## src/rtl/io_bus_pkg.sv

```systemverilog
// Shared types and constants for the IO bus arbiter,
// the IO peripheral block and the CPU IO path.
package io_bus_pkg;

  typedef enum logic [1:0] {
    IDLE  = 2'd0,
    ISSUE = 2'd1,
    WAIT  = 2'd2
  } state_t;

  typedef enum logic {
    M0 = 1'b0,
    M1 = 1'b1
  } owner_t;

  localparam logic [31:0] BTN_BASE = 32'h8000_0000;
  localparam logic [31:0] LED_BASE = 32'h8000_0010;

  localparam logic [31:0] LED0_OFS = 32'd0;
  localparam logic [31:0] LED1_OFS = 32'd4;
  localparam logic [31:0] LED2_OFS = 32'd8;
  localparam logic [31:0] LED3_OFS = 32'd12;

  typedef struct packed {
    logic [31:0] addr;
    logic        we;
    logic [3:0]  be;
    logic [31:0] wdata;
  } txn_t;

endpackage

```

## src/rtl/io_bus_if.sv

```systemverilog
// Two request masters on one side, the IO peripheral
// on the other; slave is the arbiter's view.
interface io_bus_if;

  logic        m0_req;
  logic [31:0] m0_addr;
  logic        m0_we;
  logic [3:0]  m0_be;
  logic [31:0] m0_wdata;
  logic        m0_gnt;
  logic        m0_rvalid;
  logic [31:0] m0_rdata;

  logic        m1_req;
  logic [31:0] m1_addr;
  logic        m1_we;
  logic [3:0]  m1_be;
  logic [31:0] m1_wdata;
  logic        m1_gnt;
  logic        m1_rvalid;
  logic [31:0] m1_rdata;

  logic [31:0] io_addr;
  logic        io_we;
  logic [3:0]  io_be;
  logic [31:0] io_wdata;
  logic [31:0] io_rdata;

  modport slave (
    input  m0_req, m0_addr, m0_we, m0_be, m0_wdata,
    output m0_gnt, m0_rvalid, m0_rdata,
    input  m1_req, m1_addr, m1_we, m1_be, m1_wdata,
    output m1_gnt, m1_rvalid, m1_rdata,
    output io_addr, io_we, io_be, io_wdata,
    input  io_rdata
  );

  modport master (
    output m0_req, m0_addr, m0_we, m0_be, m0_wdata,
    input  m0_gnt, m0_rvalid, m0_rdata,
    output m1_req, m1_addr, m1_we, m1_be, m1_wdata,
    input  m1_gnt, m1_rvalid, m1_rdata,
    input  io_addr, io_we, io_be, io_wdata,
    output io_rdata
  );

endinterface

```

## src/rtl/io_bus_arbiter_rr_pick.sv

```systemverilog
// Combinational 2-way chooser: round-robin on a tie
// when rr_en is set, otherwise master 0 wins.
module io_rr_pick
  import io_bus_pkg::*;
(
  input  logic [1:0] req,
  input  owner_t     last_owner,
  input  logic       rr_en,
  output logic       valid,
  output owner_t     winner
);

  always_comb begin
    valid  = |req;
    winner = M0;
    unique case (1'b1)
      (req == 2'b11):
        winner = (rr_en && last_owner == M0) ? M1 : M0;
      (req == 2'b10):
        winner = M1;
      default:
        winner = M0;
    endcase
  end

endmodule

```

## src/rtl/io_bus_arbiter.sv

```systemverilog
// Serialises single-beat transactions from two masters
// onto the IO peripheral: IDLE -> ISSUE -> WAIT.
module io_bus_arbiter
  import io_bus_pkg::*;
#(
  parameter bit RR_EN = 1'b1
) (
  input  logic     clk,
  input  logic     reset,
  io_bus_if.slave  bus
);

  state_t      state_q, state_d;
  owner_t      owner_q, last_q;
  txn_t        txn_q;
  txn_t        m0_txn, m1_txn;
  logic        gnt0_q, gnt1_q;
  logic        rv0_q, rv1_q;
  logic [31:0] rd0_q, rd1_q;
  logic        pick_valid;
  owner_t      pick_win;
  logic        accept;
  logic [31:0] cap;

  assign m0_txn = {bus.m0_addr, bus.m0_we,
                   bus.m0_be, bus.m0_wdata};
  assign m1_txn = {bus.m1_addr, bus.m1_we,
                   bus.m1_be, bus.m1_wdata};

  io_rr_pick u_pick (
    .req        ({bus.m1_req, bus.m0_req}),
    .last_owner (last_q),
    .rr_en      (RR_EN),
    .valid      (pick_valid),
    .winner     (pick_win)
  );

  assign accept = (state_q == IDLE) && pick_valid;
  // A completed write hands back zero, not stale bus data.
  assign cap = txn_q.we ? 32'h0 : bus.io_rdata;

  always_comb begin
    state_d = state_q;
    unique case (state_q)
      IDLE:    if (pick_valid) state_d = ISSUE;
      ISSUE:   state_d = WAIT;
      WAIT:    state_d = IDLE;
      default: state_d = IDLE;
    endcase
  end

  always_ff @(posedge clk) begin
    if (reset) begin
      state_q <= IDLE;
      owner_q <= M0;
      last_q  <= M1;
      txn_q   <= '0;
      gnt0_q  <= 1'b0;
      gnt1_q  <= 1'b0;
      rv0_q   <= 1'b0;
      rv1_q   <= 1'b0;
      rd0_q   <= 32'h0;
      rd1_q   <= 32'h0;
    end else begin
      state_q <= state_d;
      gnt0_q  <= accept && (pick_win == M0);
      gnt1_q  <= accept && (pick_win == M1);
      rv0_q   <= (state_q == WAIT) && (owner_q == M0);
      rv1_q   <= (state_q == WAIT) && (owner_q == M1);
      if (accept) begin
        txn_q   <= (pick_win == M1) ? m1_txn : m0_txn;
        owner_q <= pick_win;
        last_q  <= pick_win;
      end
      if (state_q == WAIT) begin
        if (owner_q == M0) rd0_q <= cap;
        else               rd1_q <= cap;
      end
    end
  end

  assign bus.m0_gnt    = gnt0_q;
  assign bus.m1_gnt    = gnt1_q;
  assign bus.m0_rvalid = rv0_q;
  assign bus.m1_rvalid = rv1_q;
  assign bus.m0_rdata  = rd0_q;
  assign bus.m1_rdata  = rd1_q;

  assign bus.io_addr  = txn_q.addr;
  assign bus.io_be    = txn_q.be;
  assign bus.io_wdata = txn_q.wdata;
  assign bus.io_we    = (state_q == ISSUE) && txn_q.we;

endmodule
```

## src/flat_wrapper.sv

```systemverilog
// flat-port wrapper written by rule: the top's interface ports become plain ports
module io_bus_arbiter_flat import io_bus_pkg::*;
#(
  parameter bit RR_EN = 1'b1
)
  (clk, reset, bus_m0_req, bus_m0_addr, bus_m0_we, bus_m0_be, bus_m0_wdata, bus_m0_gnt, bus_m0_rvalid, bus_m0_rdata, bus_m1_req, bus_m1_addr, bus_m1_we, bus_m1_be, bus_m1_wdata, bus_m1_gnt, bus_m1_rvalid, bus_m1_rdata, bus_io_addr, bus_io_we, bus_io_be, bus_io_wdata, bus_io_rdata);
  io_bus_if bus_i ();
  input  logic clk;
  input  logic reset;
  input wire logic [$bits(bus_i.m0_req)-1:0] bus_m0_req;
  input wire logic [$bits(bus_i.m0_addr)-1:0] bus_m0_addr;
  input wire logic [$bits(bus_i.m0_we)-1:0] bus_m0_we;
  input wire logic [$bits(bus_i.m0_be)-1:0] bus_m0_be;
  input wire logic [$bits(bus_i.m0_wdata)-1:0] bus_m0_wdata;
  output wire logic [$bits(bus_i.m0_gnt)-1:0] bus_m0_gnt;
  output wire logic [$bits(bus_i.m0_rvalid)-1:0] bus_m0_rvalid;
  output wire logic [$bits(bus_i.m0_rdata)-1:0] bus_m0_rdata;
  input wire logic [$bits(bus_i.m1_req)-1:0] bus_m1_req;
  input wire logic [$bits(bus_i.m1_addr)-1:0] bus_m1_addr;
  input wire logic [$bits(bus_i.m1_we)-1:0] bus_m1_we;
  input wire logic [$bits(bus_i.m1_be)-1:0] bus_m1_be;
  input wire logic [$bits(bus_i.m1_wdata)-1:0] bus_m1_wdata;
  output wire logic [$bits(bus_i.m1_gnt)-1:0] bus_m1_gnt;
  output wire logic [$bits(bus_i.m1_rvalid)-1:0] bus_m1_rvalid;
  output wire logic [$bits(bus_i.m1_rdata)-1:0] bus_m1_rdata;
  output wire logic [$bits(bus_i.io_addr)-1:0] bus_io_addr;
  output wire logic [$bits(bus_i.io_we)-1:0] bus_io_we;
  output wire logic [$bits(bus_i.io_be)-1:0] bus_io_be;
  output wire logic [$bits(bus_i.io_wdata)-1:0] bus_io_wdata;
  input wire logic [$bits(bus_i.io_rdata)-1:0] bus_io_rdata;
  assign bus_i.m0_req = bus_m0_req;
  assign bus_i.m0_addr = bus_m0_addr;
  assign bus_i.m0_we = bus_m0_we;
  assign bus_i.m0_be = bus_m0_be;
  assign bus_i.m0_wdata = bus_m0_wdata;
  assign bus_m0_gnt = bus_i.m0_gnt;
  assign bus_m0_rvalid = bus_i.m0_rvalid;
  assign bus_m0_rdata = bus_i.m0_rdata;
  assign bus_i.m1_req = bus_m1_req;
  assign bus_i.m1_addr = bus_m1_addr;
  assign bus_i.m1_we = bus_m1_we;
  assign bus_i.m1_be = bus_m1_be;
  assign bus_i.m1_wdata = bus_m1_wdata;
  assign bus_m1_gnt = bus_i.m1_gnt;
  assign bus_m1_rvalid = bus_i.m1_rvalid;
  assign bus_m1_rdata = bus_i.m1_rdata;
  assign bus_io_addr = bus_i.io_addr;
  assign bus_io_we = bus_i.io_we;
  assign bus_io_be = bus_i.io_be;
  assign bus_io_wdata = bus_i.io_wdata;
  assign bus_i.io_rdata = bus_io_rdata;
  io_bus_arbiter #(.RR_EN(RR_EN)) u_core (.clk(clk), .reset(reset), .bus(bus_i));
endmodule
```

## config.mk

```make
export PLATFORM = sky130hd
export DESIGN_NAME = io_bus_arbiter_flat
export DESIGN_NICKNAME = d
export VERILOG_FILES = /design/src/rtl/io_bus_pkg.sv /design/src/rtl/io_bus_if.sv /design/src/rtl/io_bus_arbiter_rr_pick.sv /design/src/rtl/io_bus_arbiter.sv /design/src/flat_wrapper.sv
export SDC_FILE = /design/constraint.sdc
export NUM_CORES = 1
export LEC_CHECK = 0
export CORE_MARGIN = 4
export CORE_UTILIZATION = 46
export CTS_CLUSTER_DIAMETER = 80
export CTS_CLUSTER_SIZE = 20
export DETAILED_ROUTE_END_ITERATION = 16
export PLACE_DENSITY = 0.87
export SYNTH_ARGS = -nofsm -noshare
export SYNTH_HDL_FRONTEND = slang
export SYNTH_HIERARCHICAL = 1
export SYNTH_SLANG_ARGS = --single-unit
export TNS_END_PERCENT = 100
```

## constraint.sdc

```tcl
create_clock -name clk -period 3.2 [get_ports clk]
set_clock_uncertainty 0.2 [all_clocks]
set_input_delay 0.48 -clock clk [delete_from_list [all_inputs] [get_ports clk]]
set_output_delay 0.48 -clock clk [all_outputs]
set_load 0.03 [all_outputs]
```

* After elaboration in Yosys (flattened, before gate mapping) *
Index checks and enable logic that the tools add are counted.

cells by class
  equality and inequality tests = 5
  mux-type cells = 6
  bitwise gates (word level) = 2
  reduce and logical (&&, ||, !) cells = 10

operators with widths
  cell                                            number
  2-to-1 mux 69 bit                               1
  2-to-1 mux 32 bit                               1
  == test 2 bit (second input constant)           3
  logical AND 1 bit                               6
  case mux 2 bit (2 select lines)                 1
  AND reduction 2 bit                             2
  == test 2 x 1 -> 1 bit (second input constant)  1
  zero test 2 bit                                 1
  2-to-1 mux 2 bit                                1
  != test 2 x 1 -> 1 bit (second input constant)  1
  inverter 1 bit                                  2
  case mux 1 bit (2 select lines)                 1
  OR reduction 2 bit                              1
  2-to-1 mux 1 bit                                1

word-level totals
  flip-flop bits (word level) = 141
  input bits = 174
  output and inout port bits = 137
  logic and storage cells = 36

* Depth between registers and ports, before layout *
  depth in word-level cells = 4
  depth in mapped cells = 6
  mapped depth without buffers = 4

* By module *
Netlist, hierarchy kept.

modules (own cells, without submodules)
  module          times used  cells each  area each (sq um)  seq. area each (sq um)
  io_bus_arbiter  1           647         7050.5             2822.7
  io_rr_pick      1           3           20.0               0.0

* Worst setup path after synthesis *
Ideal clock, no wire load.

  path kind = input-to-reg
  from = in bus_m1_req
  to = reg u_core.txn_q, in the netlist u_core/bus.io_addr[0]
  library setup time = 0.126 ns
  arrival = 1.556 ns
  required time = 2.874 ns
  setup slack = 1.318 ns
  cell stages on the path = 5
  buffers on the path = 2
  path through = a21boi_1 -> buf_4 -> clkbuf_1 -> mux2i_1 -> o22ai_2

between the ends
  cells in the longest elaborated chain, start to end = 3
  elaborated cells on any way between the ends = 6
  classes of those cells = eq/ne (2); mux (2); reduce/logical (2)

ends and longest elaborated chain
  what                              line                                                        text
  start: declaration                flat_wrapper.sv:18                                          input wire logic [$bits(bus_i.m1_req)-1:0] bus_m1_req;
  == test 2 bit (on tied branches)  io_bus_arbiter_rr_pick.sv:19, io_bus_arbiter_rr_pick.sv:17
  case mux 1 bit (2 select lines)   io_bus_arbiter_rr_pick.sv:16                                unique case (1'b1)
  2-to-1 mux 69 bit                 io_bus_arbiter.sv:71                                        txn_q <= (pick_win == M1) ? m1_txn : m0_txn;
  end signal: assignment            io_bus_arbiter.sv:71
  end: declaration                  io_bus_arbiter.sv:15                                        txn_t txn_q;

Several ways; a longest one is shown, not always the timed one.
A chain may end at the register's enable or synchronous reset.

* Worst setup path after layout *
  from = reg u_core.state_q[0]
  to = out bus_io_we

between the ends
  cells in the longest elaborated chain, start to end = 2

ends and longest elaborated chain
  what                      line                  text
  start: declaration        io_bus_arbiter.sv:13  state_t state_q, state_d;
  start signal: assignment  io_bus_arbiter.sv:65  state_q <= state_d;
  == test 2 x 1 -> 1 bit    io_bus_arbiter.sv:92  assign bus.io_we = (state_q == ISSUE) && txn_q.we;
  logical AND 1 bit         io_bus_arbiter.sv:92
  end: declaration          flat_wrapper.sv:27    output wire logic [$bits(bus_i.io_we)-1:0] bus_io_we;

No other way between the ends.

==> results.txt <==
----------------------------------------------------
[Die]
  Die width ... 132 µm
  Row count ... 45
  Initial cell density of the core ... 0.467
  Floorplan Core Area ... 0.0151 mm²
  Die Outline Area ... 0.0174 mm²
  Number of top-level pins ... 311
  Height of the chip ... 132 µm

[Yosys]
  Ranking of synthesized cells by area ... sky130_fd_sc_hd__dfxtp_1, sky130_fd_sc_hd__mux2i_1, sky130_fd_sc_hd__o22ai_2
  Synthesized flop and latch total ... 141
  Summed instance area of the synthesized netlist ... 0.00707 mm²
  Portion of the post-synthesis area used by sequential elements ... 0.399
  Post-synthesis instance total ... 650
  Net count of the mapped netlist ... 824
  Area fraction of the dominant cell type after synthesis ... 0.399
  Warnings, synthesis ... 6
  Biggest area consumer among synthesized cells ... sky130_fd_sc_hd__dfxtp_1
  Mean instance size in the synthesized netlist ... 10.9 µm²
  Number of library cell types mapped by synthesis ... 22

[Worst setup path]
  Arrival time of data at the critical path endpoint ... 1.72 ns
  Slowest-stage cell, CP ... sky130_fd_sc_hd__clkdlybuf4s50_1
  Capture point of the critical path ... bus_io_we
  Reg-to-reg setup timing slack ... 1.23 ns
  Origin of the critical flop-to-flop path ... u_core/last_q
  Crit end category ... output pin
  Slowest cell delay on critical path ... 0.72 ns
  WP data required ... 2.52 ns
  Endpoint of the worst register-to-register path ... u_core/bus.io_addr[1]
  CP startpoint kind ... flop
  Critical-path cell list ... and3b_1, clkdlybuf4s50_1
  Worst setup path category ... reg -> out
  Beginning of the critical path ... u_core/state_q[0]
  Register-to-Register Path Depth ... 5
  Largest fanout on the critical path ... 6

[Layout]
  Post-route insts no fill ... 1071
  Layout Area Growth over Synthesis ... 46.6%
  Final cell area excluding filler cells ... 0.0104 mm²
  Post-layout nets ... 1044
  Most common library cell in the layout ignoring fill and taps ... sky130_fd_sc_hd__clkdlybuf4s50_1
  Fraction of layout instances using a drive strength above 1 ... 0.168
  Most frequent cells in the layout ... sky130_fd_sc_hd__clkdlybuf4s50_1, sky130_fd_sc_hd__dfxtp_1, sky130_fd_sc_hd__nand2b_1
  Final antenna diode count ... 0

[Global routing]
  GRT Overall Usage ... 0.201
  First-pass GRT wire length ... 28200 µm
  GR Util met1 ... 0.224
  Antenna violations before repair ... 0
  Largest net degree at the start of global routing ... 114
  Global routing's busiest layer ... met2
  Vias in the first global route ... 5400
  Global route overflow ... 0
  Met2 Track Usage GR ... 0.354
  Met3 Usage GRT ... 0.0595

[STA]
  Slew at the pin closest to its max-slew limit ... 0.596 ns
  Minimum clock period after layout ... 2.40 ns
  Final max-slew violation count ... 0
  RSZ-0062 raised after global routing ... no
  Relative max-transition margin ... 0.602
  Setup violations, final ... 0
  Final cycle utilization of the critical path ... 0.749
  Total Negative Setup Slacks ... 0 ns
  Maximum clock frequency ... 0.417 GHz
  Final hold vios ... 0

[Routing]
  Number of DRC markers in iteration 0 ... 171
  Drt wl/cell ... 17.3 µm
  Total Routed Length ... 18500 µm
  Remaining design rule violation count ... 0
  Vias post-DR ... 5280
  Iteration count of the initial detailed-routing pass ... 4
  Drt via density ... 4.93
  Number of nets with antenna violations after routing ... 0

[Clock network]
  Clock root buffer master ... sky130_fd_sc_hd__clkbuf_16
  TritonCTS Buffers ... 17
  CTS tree ... built
  Number of buffers inserted by hold repair at cts ... 0
  Max H-tree Level ... 4
  CTS Sinks ... 141
  Max Buffers Root-to-Sink ... 2
  Post-CTS sizing ... 0
  Clock edge transition at the registers on the reported setup and hold paths ... 0.06 ns
  Buffers inserted by post-CTS timing repair ... 0
  Worst-skew pair later-pin latency ... 0.40 ns

[Outcome]
  Run status ... complete, no violations

[Pwr]
  Power share of the sequential group ... 0.378
  Sw power ... 1.36 mW
  Pleak ... 4.13 nW
  Design internal power ... 3.73 mW
  Worst voltage drop across the vdd grid ... 356 µV
  Combinational share of power ... 0.224
  Switch share ... 0.267
  Power density over the cells ... 492 mW/mm²
  Power share of the clock group ... 0.399

[Worst hold path]
  Tightest Hold Check Type ... reg -> reg

[Place]
  Placed Cells incl. Taps ... 1039
  Total cell area at the placement stage ... 0.00975 mm²
  Post-DP HPWL ... 13200 µm
  Port Buf Inserts ... 310
  Final GP Congestion ... 0.767

[Job]
  Number of maximum-capacitance violations ... 0

----------------------------------------------------
==> synthesized netlist by cell type <==
master / count
sky130_fd_sc_hd__buf_2: 13
sky130_fd_sc_hd__or3b_2: 32
sky130_fd_sc_hd__or2_1: 1
sky130_fd_sc_hd__o22ai_2: 68
sky130_fd_sc_hd__mux2i_1: 133
sky130_fd_sc_hd__a21boi_1: 1
sky130_fd_sc_hd__or4b_1: 1
sky130_fd_sc_hd__nor2_1: 4
sky130_fd_sc_hd__or3b_1: 1
sky130_fd_sc_hd__a2bb2oi_1: 1
sky130_fd_sc_hd__inv_1: 2
sky130_fd_sc_hd__conb_1: 1
sky130_fd_sc_hd__and3b_1: 1
sky130_fd_sc_hd__nor3b_1: 2
sky130_fd_sc_hd__or2_2: 1
sky130_fd_sc_hd__clkbuf_1: 28
sky130_fd_sc_hd__buf_6: 12
sky130_fd_sc_hd__buf_4: 69
sky130_fd_sc_hd__nand3b_1: 1
sky130_fd_sc_hd__nand2b_1: 135
sky130_fd_sc_hd__o22ai_1: 2
sky130_fd_sc_hd__dfxtp_1: 141
==> worst min path at each step <==
stage | start | slack [ns] | cells after the start | to
2_1_floorplan | u_core/bus.io_addr[14] | 0.26 | 2 | u_core/bus.io_addr[14]
3_3_place_gp | u_core/bus.m1_rdata[30] | 0.26 | 2 | u_core/bus.m1_rdata[30]
3_5_place_dp | u_core/bus.m0_rdata[31] | 0.27 | 2 | u_core/bus.m0_rdata[31]
4_1_cts | u_core/bus.m0_rdata[31] | 0.28 | 2 | u_core/bus.m0_rdata[31]
5_1_grt | u_core/bus.m1_rdata[0] | 0.29 | 2 | u_core/bus.m1_rdata[0]
6_report | u_core/bus.m1_rdata[25] | 0.27 | 2 | u_core/bus.m1_rdata[25]
==> layout make-up <==
type / count / area (µm²)
Sequential cell: 141 / 2820
Tap cell: 188 / 235
Multi-Input combinational cell: 385 / 3440
Fill cell: 1153 / 4780
Clock inverter: 9 / 134
Timing Repair Buffer: 323 / 3250
Inverter: 2 / 7.51
Clock buffer: 23 / 478
==> cell families (layout without fill, tap and decap cells) <==
kind of cell | after synthesis | in the layout | synth area share
buffers and inverters | 124 | 357 | 0.118
muxes | 133 | 133 | 0.188
other | 1 | 1 | 0.000530
and+or+nand+nor | 179 | 179 | 0.170
DFF | 141 | 141 | 0.399
AOI/OAI and AO/OA | 72 | 72 | 0.124
==> critical path, delay by kind of cell, from the launching register on <==
| kind | cells | cell delay (ns) |
|---|---|---|
| simple gates | 1 | 0.18 |
| flops | 1 | 0.41 |
| buf+inv | 1 | 0.72 |
==> power groups by stage <==
stage               clock, mW  combinational [mW]  sequential [mW]
finish                   2.03                1.14             1.93
global route             2.15                1.20             1.94
CTS                      2.07                1.15             1.93
detailed placement          0                1.14             1.96
global placement            0                1.14             1.96
floorplan                   0               0.731             1.98
==> metrics by stage <==
step	setup WS, ns	hold slack [ns]	utilization	total power, mW
after CTS	0.770	0.276	0.684	5.15
after global routing	0.718	0.290	0.684	5.29
final	0.803	0.275	0.684	5.10
after detailed placement	0.701	0.265	0.644	3.10
after floorplan	1.32	0.260	-	2.72
after global placement	0.737	0.260	0.644	3.09
==> routing by layer <==
metal	routed length (µm)	vias up
li1	-	2611
met1	7450	2432
met2	9350	197
met3	1110	40
met4	592	0
met5	0	-
==> state kept, by name (all words and copies together) (netlist names) <==
signal and count:
u_core/bus.m0_rvalid 1, u_core/bus.m0_gnt 1, u_core/txn_q 1, u_core/bus.io_be 4, u_core/bus.io_wdata 32, u_core/last_q 1, u_core/bus.m1_rdata 32, u_core/state_q 2
u_core/bus.m1_rvalid 1, u_core/bus.m1_gnt 1, u_core/owner_q 1, u_core/bus.m0_rdata 32, u_core/bus.io_addr 32
(Power assumes the default switching activity.)
